--- src/rtl/key_pkg.sv ---
`default_nettype none
// ============================================================================
// Module : key_pkg
// Desc   : FSM state encodings, timing defaults and width helper shared by the
//          key debouncer channel and array.
// Rev    : 1.0 - initial release
// ============================================================================
package key_pkg;

    localparam int STATE_W = 4;

    localparam logic [STATE_W-1:0] IDLE         = 4'b0001;
    localparam logic [STATE_W-1:0] PRESS_FILT   = 4'b0010;
    localparam logic [STATE_W-1:0] DOWN         = 4'b0100;
    localparam logic [STATE_W-1:0] RELEASE_FILT = 4'b1000;

    localparam int DEF_NUM_KEYS     = 4;
    localparam int DEF_DEBOUNCE_CYC = 1_000_000;
    localparam int DEF_LONG_CYC     = 50_000_000;
    localparam bit DEF_ACTIVE_LOW   = 1'b1;

    // Counter width for a range of n cycles, never narrower than one bit.
    function automatic int cnt_width(input int n);
        return (n > 1) ? $clog2(n) : 1;
    endfunction

endpackage
`default_nettype wire

--- src/rtl/key_debounce_array_if.sv ---
`default_nettype none
// ============================================================================
// Module : key_debounce_array_if
// Desc   : Raw key pins and debounced state/event strobes of the key array.
// Rev    : 1.0 - initial release
// ============================================================================
interface key_debounce_array_if #(
    parameter int NUM_KEYS = 4
);
    logic [NUM_KEYS-1:0] key_in;
    logic [NUM_KEYS-1:0] key_state;
    logic [NUM_KEYS-1:0] press_pulse;
    logic [NUM_KEYS-1:0] release_pulse;
    logic [NUM_KEYS-1:0] long_pulse;

    modport master (
        output key_in,
        input  key_state,
        input  press_pulse,
        input  release_pulse,
        input  long_pulse
    );

    modport slave (
        input  key_in,
        output key_state,
        output press_pulse,
        output release_pulse,
        output long_pulse
    );
endinterface
`default_nettype wire

--- src/rtl/key_debounce_ch.sv ---
`default_nettype none
// ============================================================================
// Module : key_debounce_ch
// Desc   : One key channel: synchroniser, press/release filter FSM and
//          long-press hold timer with registered event strobes.
// Rev    : 1.0 - initial release
// ============================================================================
module key_debounce_ch
    import key_pkg::*;
#(
    parameter int DEBOUNCE_CYC = DEF_DEBOUNCE_CYC,
    parameter int LONG_CYC     = DEF_LONG_CYC,
    parameter bit ACTIVE_LOW   = DEF_ACTIVE_LOW
) (
    input  wire logic clk,
    input  wire logic rst_n,
    input  wire logic key_i,
    output logic      key_state_o,
    output logic      press_pulse_o,
    output logic      release_pulse_o,
    output logic      long_pulse_o
);

    localparam int            DW       = cnt_width(DEBOUNCE_CYC);
    localparam int            HW       = cnt_width(LONG_CYC);
    localparam logic [DW-1:0] DEB_LAST = DW'(DEBOUNCE_CYC - 1);
    localparam logic [HW-1:0] LONG_HIT = HW'(LONG_CYC - DEBOUNCE_CYC);
    localparam logic [HW-1:0] HOLD_MAX = '1;

    logic               sync1_q, sync2_q;
    logic               p;
    logic [STATE_W-1:0] state_q, state_d;
    logic [DW-1:0]      deb_q, deb_d;
    logic [HW-1:0]      hold_q, hold_d, hold_inc;
    logic               press_q, press_d;
    logic               release_q, release_d;
    logic               long_q, long_d;

    // Synchroniser resets to the idle pin level so reset release is not an edge.
    always_ff @(posedge clk or negedge rst_n) begin
        if (!rst_n) begin
            sync1_q <= ACTIVE_LOW;
            sync2_q <= ACTIVE_LOW;
        end else begin
            sync1_q <= key_i;
            sync2_q <= sync1_q;
        end
    end

    assign p        = sync2_q ^ ACTIVE_LOW;
    assign hold_inc = hold_q + 1'b1;

    always_comb begin
        state_d   = state_q;
        deb_d     = deb_q;
        hold_d    = hold_q;
        press_d   = 1'b0;
        release_d = 1'b0;
        long_d    = 1'b0;
        case (state_q)
            IDLE: begin
                hold_d = '0;
                if (p) begin
                    state_d = PRESS_FILT;
                    deb_d   = '0;
                end
            end
            PRESS_FILT: begin
                if (!p) begin
                    state_d = IDLE;
                end else if (deb_q == DEB_LAST) begin
                    state_d = DOWN;
                    press_d = 1'b1;
                end else begin
                    deb_d = deb_q + 1'b1;
                end
            end
            DOWN: begin
                if (!p) begin
                    state_d = RELEASE_FILT;
                    deb_d   = '0;
                end else if (hold_q != HOLD_MAX) begin
                    hold_d = hold_inc;
                    long_d = (hold_inc == LONG_HIT);
                end
            end
            RELEASE_FILT: begin
                // The hold timer is paused here, so a release bounce resumes it.
                if (p) begin
                    state_d = DOWN;
                end else if (deb_q == DEB_LAST) begin
                    state_d   = IDLE;
                    release_d = 1'b1;
                    hold_d    = '0;
                end else begin
                    deb_d = deb_q + 1'b1;
                end
            end
            default: begin
                state_d = IDLE;
                deb_d   = '0;
                hold_d  = '0;
            end
        endcase
    end

    always_ff @(posedge clk or negedge rst_n) begin
        if (!rst_n) begin
            state_q   <= IDLE;
            deb_q     <= '0;
            hold_q    <= '0;
            press_q   <= 1'b0;
            release_q <= 1'b0;
            long_q    <= 1'b0;
        end else begin
            state_q   <= state_d;
            deb_q     <= deb_d;
            hold_q    <= hold_d;
            press_q   <= press_d;
            release_q <= release_d;
            long_q    <= long_d;
        end
    end

    assign key_state_o     = (state_q == DOWN) || (state_q == RELEASE_FILT);
    assign press_pulse_o   = press_q;
    assign release_pulse_o = release_q;
    assign long_pulse_o    = long_q;

endmodule
`default_nettype wire

--- src/rtl/key_debounce_array.sv ---
`default_nettype none
// ============================================================================
// Module : key_debounce_array
// Desc   : NUM_KEYS (1..32) fully independent debounced key channels.
// Rev    : 1.0 - initial release
// ============================================================================
module key_debounce_array
    import key_pkg::*;
#(
    parameter int NUM_KEYS     = DEF_NUM_KEYS,
    parameter int DEBOUNCE_CYC = DEF_DEBOUNCE_CYC,
    parameter int LONG_CYC     = DEF_LONG_CYC,
    parameter bit ACTIVE_LOW   = DEF_ACTIVE_LOW
) (
    input wire logic            clk,
    input wire logic            rst_n,
    key_debounce_array_if.slave kif
);

    for (genvar i = 0; i < NUM_KEYS; i++) begin : g_ch
        key_debounce_ch #(
            .DEBOUNCE_CYC (DEBOUNCE_CYC),
            .LONG_CYC     (LONG_CYC),
            .ACTIVE_LOW   (ACTIVE_LOW)
        ) u_ch (
            .clk             (clk),
            .rst_n           (rst_n),
            .key_i           (kif.key_in[i]),
            .key_state_o     (kif.key_state[i]),
            .press_pulse_o   (kif.press_pulse[i]),
            .release_pulse_o (kif.release_pulse[i]),
            .long_pulse_o    (kif.long_pulse[i])
        );
    end

endmodule
`default_nettype wire

--- src/flat_wrapper.sv ---
// flat-port wrapper written by rule: the top's interface ports become plain ports
module key_debounce_array_flat import key_pkg::*;
#(
    parameter int NUM_KEYS     = DEF_NUM_KEYS,
    parameter int DEBOUNCE_CYC = DEF_DEBOUNCE_CYC,
    parameter int LONG_CYC     = DEF_LONG_CYC,
    parameter bit ACTIVE_LOW   = DEF_ACTIVE_LOW
)
  (clk, rst_n, kif_key_in, kif_key_state, kif_press_pulse, kif_release_pulse, kif_long_pulse);
  key_debounce_array_if #(.NUM_KEYS(NUM_KEYS)) kif_i ();
  input wire logic clk;
  input wire logic rst_n;
  input wire logic [$bits(kif_i.key_in)-1:0] kif_key_in;
  output wire logic [$bits(kif_i.key_state)-1:0] kif_key_state;
  output wire logic [$bits(kif_i.press_pulse)-1:0] kif_press_pulse;
  output wire logic [$bits(kif_i.release_pulse)-1:0] kif_release_pulse;
  output wire logic [$bits(kif_i.long_pulse)-1:0] kif_long_pulse;
  assign kif_i.key_in = kif_key_in;
  assign kif_key_state = kif_i.key_state;
  assign kif_press_pulse = kif_i.press_pulse;
  assign kif_release_pulse = kif_i.release_pulse;
  assign kif_long_pulse = kif_i.long_pulse;
  key_debounce_array #(.NUM_KEYS(NUM_KEYS), .DEBOUNCE_CYC(DEBOUNCE_CYC), .LONG_CYC(LONG_CYC), .ACTIVE_LOW(ACTIVE_LOW)) u_core (.clk(clk), .rst_n(rst_n), .kif(kif_i));
endmodule
--- config.mk ---
export PLATFORM = sky130hd
export DESIGN_NAME = key_debounce_array_flat
export DESIGN_NICKNAME = d
export VERILOG_FILES = /design/src/rtl/key_pkg.sv /design/src/rtl/key_debounce_array_if.sv /design/src/rtl/key_debounce_ch.sv /design/src/rtl/key_debounce_array.sv /design/src/flat_wrapper.sv
export SDC_FILE = /design/constraint.sdc
export NUM_CORES = 1
export LEC_CHECK = 0
export CORE_MARGIN = 5
export CORE_UTILIZATION = 40
export DETAILED_ROUTE_END_ITERATION = 10
export MAX_ROUTING_LAYER = met4
export PLACE_DENSITY = 0.56
export SLEW_MARGIN = 15
export SYNTH_ARGS = -nofsm -noshare
export SYNTH_HDL_FRONTEND = slang
export SYNTH_SLANG_ARGS = --single-unit
export TNS_END_PERCENT = 10
--- constraint.sdc ---
create_clock -name clk -period 2.6 [get_ports clk]
set_clock_uncertainty 0.15 [all_clocks]
set_input_delay 0.39 -clock clk [delete_from_list [all_inputs] [get_ports clk]]
set_output_delay 0.39 -clock clk [all_outputs]
set_load 0.05 [all_outputs]
==> key figures <==
STA
  • Setup TNS: 0 ns
  • Max Freq: 390.8 MHz
  • Rel. slew slack: 49.36%
  • Max Slew Vio Count: 0
  • Least-Margin Pin Slew: 0.7596 ns
  • Crit share post-route: 98.42%
  • Finish-stage setup viols: 0
  • Hold slack: 0.09743 ns
  • Final hold vios: 0
  • Fin crit period: 2.559 ns
  • RSZ-0062 raised after global routing: yes

Clocking
  • Number of buffers created by CTS: 27
  • H-tree levels: 1
  • Clk root buf: clkbuf_16
  • CTS max path bufs: 3
  • Clk_lat worst skew: 0.55 ns
  • Reg clk slew, reported paths: 0.06 ns
  • CTS tree: built
  • Clock Sinks: 220

Critical path
  • Flop-to-flop setup slack: 0.04 ns
  • R2R cell count: 6
  • Startpoint types: register
  • WP data required: 2.89 ns
  • Crit path from: u_core.g_ch[1].u_ch.hold_q[8]
  • CP Max Fanout: 8
  • R2R Path Start: u_core.g_ch[1].u_ch.hold_q[8]
  • Worst setup path endpoint: u_core.g_ch[1].u_ch.long_pulse_o
  • Crit path DAT: 2.85 ns
  • Kind of critical path: register to register
  • FF-to-FF End: u_core.g_ch[1].u_ch.long_pulse_o
  • Critical Path Sink Type: register

Yosys
  • Seq/Total Area, Yosys: 39.31%
  • Avg Cell Area, Syn: 8.315 sq um
  • Asr flop ratio synth: 100.0%
  • XOR/XNOR Fraction of Synth Area: 3.492%
  • Post-synth top area share: 37.06%
  • Synth area leader: dfrtp_1
  • Synth Area in Adders: 1.069%
  • Post-synth EDFFs: 0
  • Distinct cells, synth: 79
  • Ys Warns: 0
  • Cells after Synth: 1689
  • Main combinational cell family by area after synthesis: simple AND/OR/NAND/NOR gates
  • Most common cell in the netlist: dfrtp_1
  • Mux cell area share after synthesis: 1.069%
  • Synthesized Nets: 1707
  • Main flop type after synthesis: dfrtp_1
  • Post-synth top cells: dfrtp_1, o21ai_0, nand2_1
  • Synth Area in Simple Gates: 29.27%
  • Top cells by area, synth: dfrtp_1, o21ai_0, nand2_1
  • #FFs+latches synth: 220
  • Compound-Gate Fraction of Synth Area: 20.71%
  • Synth Cell Area: 14040 sq um

Floorplan
  • Row cnt: 68
  • Die Y: 197.4 um
  • Full die area: 38960 sq um
  • Core ar.: 34630 sq um
  • Die X: 197.4 um
  • Initial core utilization: 40.56%
  • Ports: 22

Route
  • DR WL/cell: 16.03 um
  • Routed wl met3: 1329 um
  • Routed WL: 35970 um
  • Via count: 13.17k
  • DR top layer: met4
  • Metal2 WL: 16240 um
  • DRT iter0 DRCs: 871
  • Via/cell ratio: 5.871
  • Detailed-routing wirelength on met1: 17660 um
  • # DRC: 0
  • Router iterations before antenna repair: 5
  • Detail Route Antenna Nets: 0

Placed design
  • Number of port buffers: 21
  • Final GP Congestion: 0.8742
  • Detailed Place HPWL: 24780 um

Cells and area
  • Area growth syn-to-layout: 18.49%
  • Final net count: 1786
  • Ant. Diodes: 0
  • Layout cell share with drive strength beyond 1: 15.76%

Power and ir drop
  • Switching share of power: 25.98%
  • Peak supply drop: 453.3 uV
  • Clk network pwr share: 47.2%
  • Int Pwr: 0.006350 W
  • Combinational share of power: 11.3%
  • P per Cell Area: 515.5 nW/um^2
  • Switch Pwr: 0.002229 W
  • Leak: 6.513 nW
  • Seq pwr share: 41.5%

Global route
  • GRT Residual Overflow: 0
  • First-pass GRT wire length: 60550 um
  • Gr usage total: 18.43%
  • Largest net degree at the start of global routing: 61
  • Initial antenna violation count: 0
  • Vias in the first global route: 12.03k

Min path
  • Hold crit path type: primary input to register

Status
  • Status: complete, no violations

Flow run
  • Max cap viols: 0
==> metal layers <==
metal | global-route usage, % | up-vias
met5 | - | -
met4 | 4.083 | 0
li1 | - | 6487
met3 | 2.098 | 51
met2 | 28.30 | 270
met1 | 26.43 | 6366
==> power by group through the flow <==
stage | combinational (W) | sequential [W] | clock [W]
final | 0.000973 | 0.00356 | 0.00405
after CTS | 0.000979 | 0.00355 | 0.00418
after global routing | 0.00109 | 0.00357 | 0.00431
after global placement | 0.000968 | 0.00361 | 0
after detailed placement | 0.000975 | 0.00361 | 0
after floorplan | 0.000603 | 0.00358 | 0
==> stage by stage <==
step                      cell area [sq um]  instances  power, W  util, %  setup slack [ns]
final                                 16640       2244  0.008579    48.06           0.04100
after detailed placement              15560       2193  0.004590    44.95          -0.05619
after global routing                  16640       2244  0.008966    48.06           -0.1068
after global placement                15560       2193  0.004581    44.95          -0.04041
after floorplan                       14050       1689  0.004185        -          -0.03641
after CTS                             16570       2244  0.008719    47.84           0.02391
==> worst max-delay path, cell delays in order (launching register included) <==
cell and delay (ns):
dfrtp_1 0.47, nand2_1 0.16, nor4_4 0.30, nand4_2 0.19, mux2_4 0.32, or4b_4 0.51
a2111oi_2 0.35
==> area by class of cell <==
| cell class | count | area (sq um) |
|---|---|---|
| clock buffer | 36 | 789.5 |
| clock inverter | 14 | 183.9 |
| fill | 3308 | 17990 |
| inverter | 34 | 127.6 |
| multi-input combinational | 1303 | 7943 |
| sequential | 220 | 5524 |
| tap | 455 | 569.3 |
| timing repair buffer | 182 | 1504 |
==> flip-flops by register name (all words and copies together) (netlist names) <==
signal	count
u_core.g_ch.u_ch.deb_q	80
u_core.g_ch.u_ch.release_pulse_o	4
u_core.g_ch.u_ch.state_q	16
u_core.g_ch.u_ch.hold_q	104
u_core.g_ch.u_ch.sync1_q	4
u_core.g_ch.u_ch.sync2_q	4
u_core.g_ch.u_ch.long_pulse_o	4
u_core.g_ch.u_ch.press_pulse_o	4
==> worst min-delay path by stage <==
stage / startpoint / to / slack (ns) / cells after the start
detailed placement: u_core.g_ch[2].u_ch.sync1_q / u_core.g_ch[2].u_ch.sync2_q / 0.20 / 0
global placement: u_core.g_ch[0].u_ch.sync1_q / u_core.g_ch[0].u_ch.sync2_q / 0.20 / 0
CTS: kif_key_in[0] / u_core.g_ch[0].u_ch.sync1_q / 0.06 / 1
global route: kif_key_in[0] / u_core.g_ch[0].u_ch.sync1_q / 0.07 / 1
floorplan: rst_n / u_core.g_ch[0].u_ch.deb_q[0] / -0.06 / 0
finish: kif_key_in[2] / u_core.g_ch[2].u_ch.sync1_q / 0.1 / 1
==> layout by cell type, fill, tap and decap left out, types with 22 or more instances in the layout <==
cell	count
nor2_1	115
a31oi_1	60
or4_1	24
nand3_1	84
clkbuf_16	27
a21oi_1	108
nor4_1	35
xnor2_1	47
nand2b_1	30
nand4_1	57
dfrtp_1	205
nor3_1	44
and4_1	22
o21ai_0	154
or3_1	36
nand2_1	154
buf_4	157
o31ai_1	25
inv_1	34
and3_1	39
==> cell families (layout without fill, tap and decap cells) <==
kind of cell | count (synthesis) | in the layout
adder cells (fa/ha/maj) | 12 | 12
multiplexers | 14 | 14
XOR/XNOR | 56 | 56
flip-flops | 220 | 220
buffers and inverters | 166 | 266
AO/OA/AOI/OAI | 475 | 475
AND/OR/NAND/NOR | 746 | 746
==> timing repair <==
action                                  4_1_cts  5_1_grt
endpoints found under the hold margin        54        0
hold buffers                                  1        0
resized for setup                             5       22
pin swaps                                     2        1
buffers inserted                              0        0
endpoints found under the setup margin        2       36
Note: power is estimated with default switching activity, not from simulation.
==> RTL edit (same flow settings) <==
Set the package constant `DEF_NUM_KEYS` to 8 (it was 4).
--- a/src/rtl/key_pkg.sv
+++ b/src/rtl/key_pkg.sv
@@ -14,7 +14,7 @@
     localparam logic [STATE_W-1:0] DOWN         = 4'b0100;
     localparam logic [STATE_W-1:0] RELEASE_FILT = 4'b1000;
 
-    localparam int DEF_NUM_KEYS     = 4;
+    localparam int DEF_NUM_KEYS     = 8;
     localparam int DEF_DEBOUNCE_CYC = 1_000_000;
     localparam int DEF_LONG_CYC     = 50_000_000;
     localparam bit DEF_ACTIVE_LOW   = 1'b1;
Ports: changed (5 resized); port bits go from 22 to 42. The function was not compared with the original's and may differ.
==> RTL edit against the original RTL <==
  * Hold slack worse by 47 ps
  * Synthesized area is 100% higher
  * Total power is 93% higher
  * Synthesized cell count is 99% higher
  * Final cell count is 100% higher
  * Routed wire length is 110% higher
  * Cell area is 100% higher
  * Sequential power is 99% higher
  * Setup slack better by 12 ps
  * Utilization is 0.53 points lower
  * Sequential cell count is 220 higher
  * Critical endpoint is now u_core.g_ch[5].u_ch.deb_q[11]
==> RTL edit: results <==
[layout]
layout-drive-gt1-share_pct = 15.4
multi_input_area_um2 = 15900
nMultiInputCombCells = 2593
clkbuf_count = 83
nNonClkInverters = 59
final_nets = 3527

[worst_setup_path]
crit_end = "u_core.g_ch[5].u_ch.deb_q[11]"
cp_max_fo = 19
arrival_ps = 2870

[route]
vias = 26700
wirelength_mm = 74.9
vias_per_cell = 5.95

[synthesis]
synth_area_leaders = "dfrtp_1 (37%), o21ai_0 (4.9%), nand2_1 (4.2%)"
synth_cell_type_count = 96
synth.yosys.seq_area_share_pct = 39.3
yosys-top-cells-count = "dfrtp_1 (416), nand2_1 (312), o21ai_0 (277)"
syn-num-nets = 3390

[cts]
cts_made_buffers = 54

[pwr]
p_comb_share_pct = 9.4
ir_worst_vdd_mv = 0.547

[global_routing]
grt_pass1_vias = 25800
grt_first_pass_wirelength_mm = 127

[placement]
post-dp-hpwl_mm = 50.8
preCtsSetupSlack_ps = -163

[run_status]
status = "complete, no violations"

[timing]
hold_slack_ps = 50.8
## RTL edit: changes by cell type in the layout (fill, tap and decap cells not counted), sizes merged, moves of 59 or more
cell,delta
dfrtp,+208
nand2,+158
buf,+140
a21oi,+125
o21ai,+120
nor2,+106
nand3,+87
o31ai,+82
nand4,+69
nor3,+59
## RTL edit: metal layers
metal / wire [um] / GRT usage [%] / part of all wire (%) / vias to the layer above
met1: 35300 / 26.5 / 47 / 13000
met5: 0 / - / 0 / -
met3: 2970 / 2.70 / 4.0 / 119
li1: - / - / - / 13000
met4: 1450 / 4.91 / 1.9 / 0
met2: 35100 / 32.2 / 47 / 538
## RTL edit: kinds of logic after synthesis
| logic type | synth area share, % |
|---|---|
| flops | 39.3 |
| buf+inv | 5.05 |
| simple gates | 29.5 |
| fa+ha+maj | 1.07 |
| mux | 0.672 |
| xor+xnor | 2.40 |
| compound gates | 22.0 |
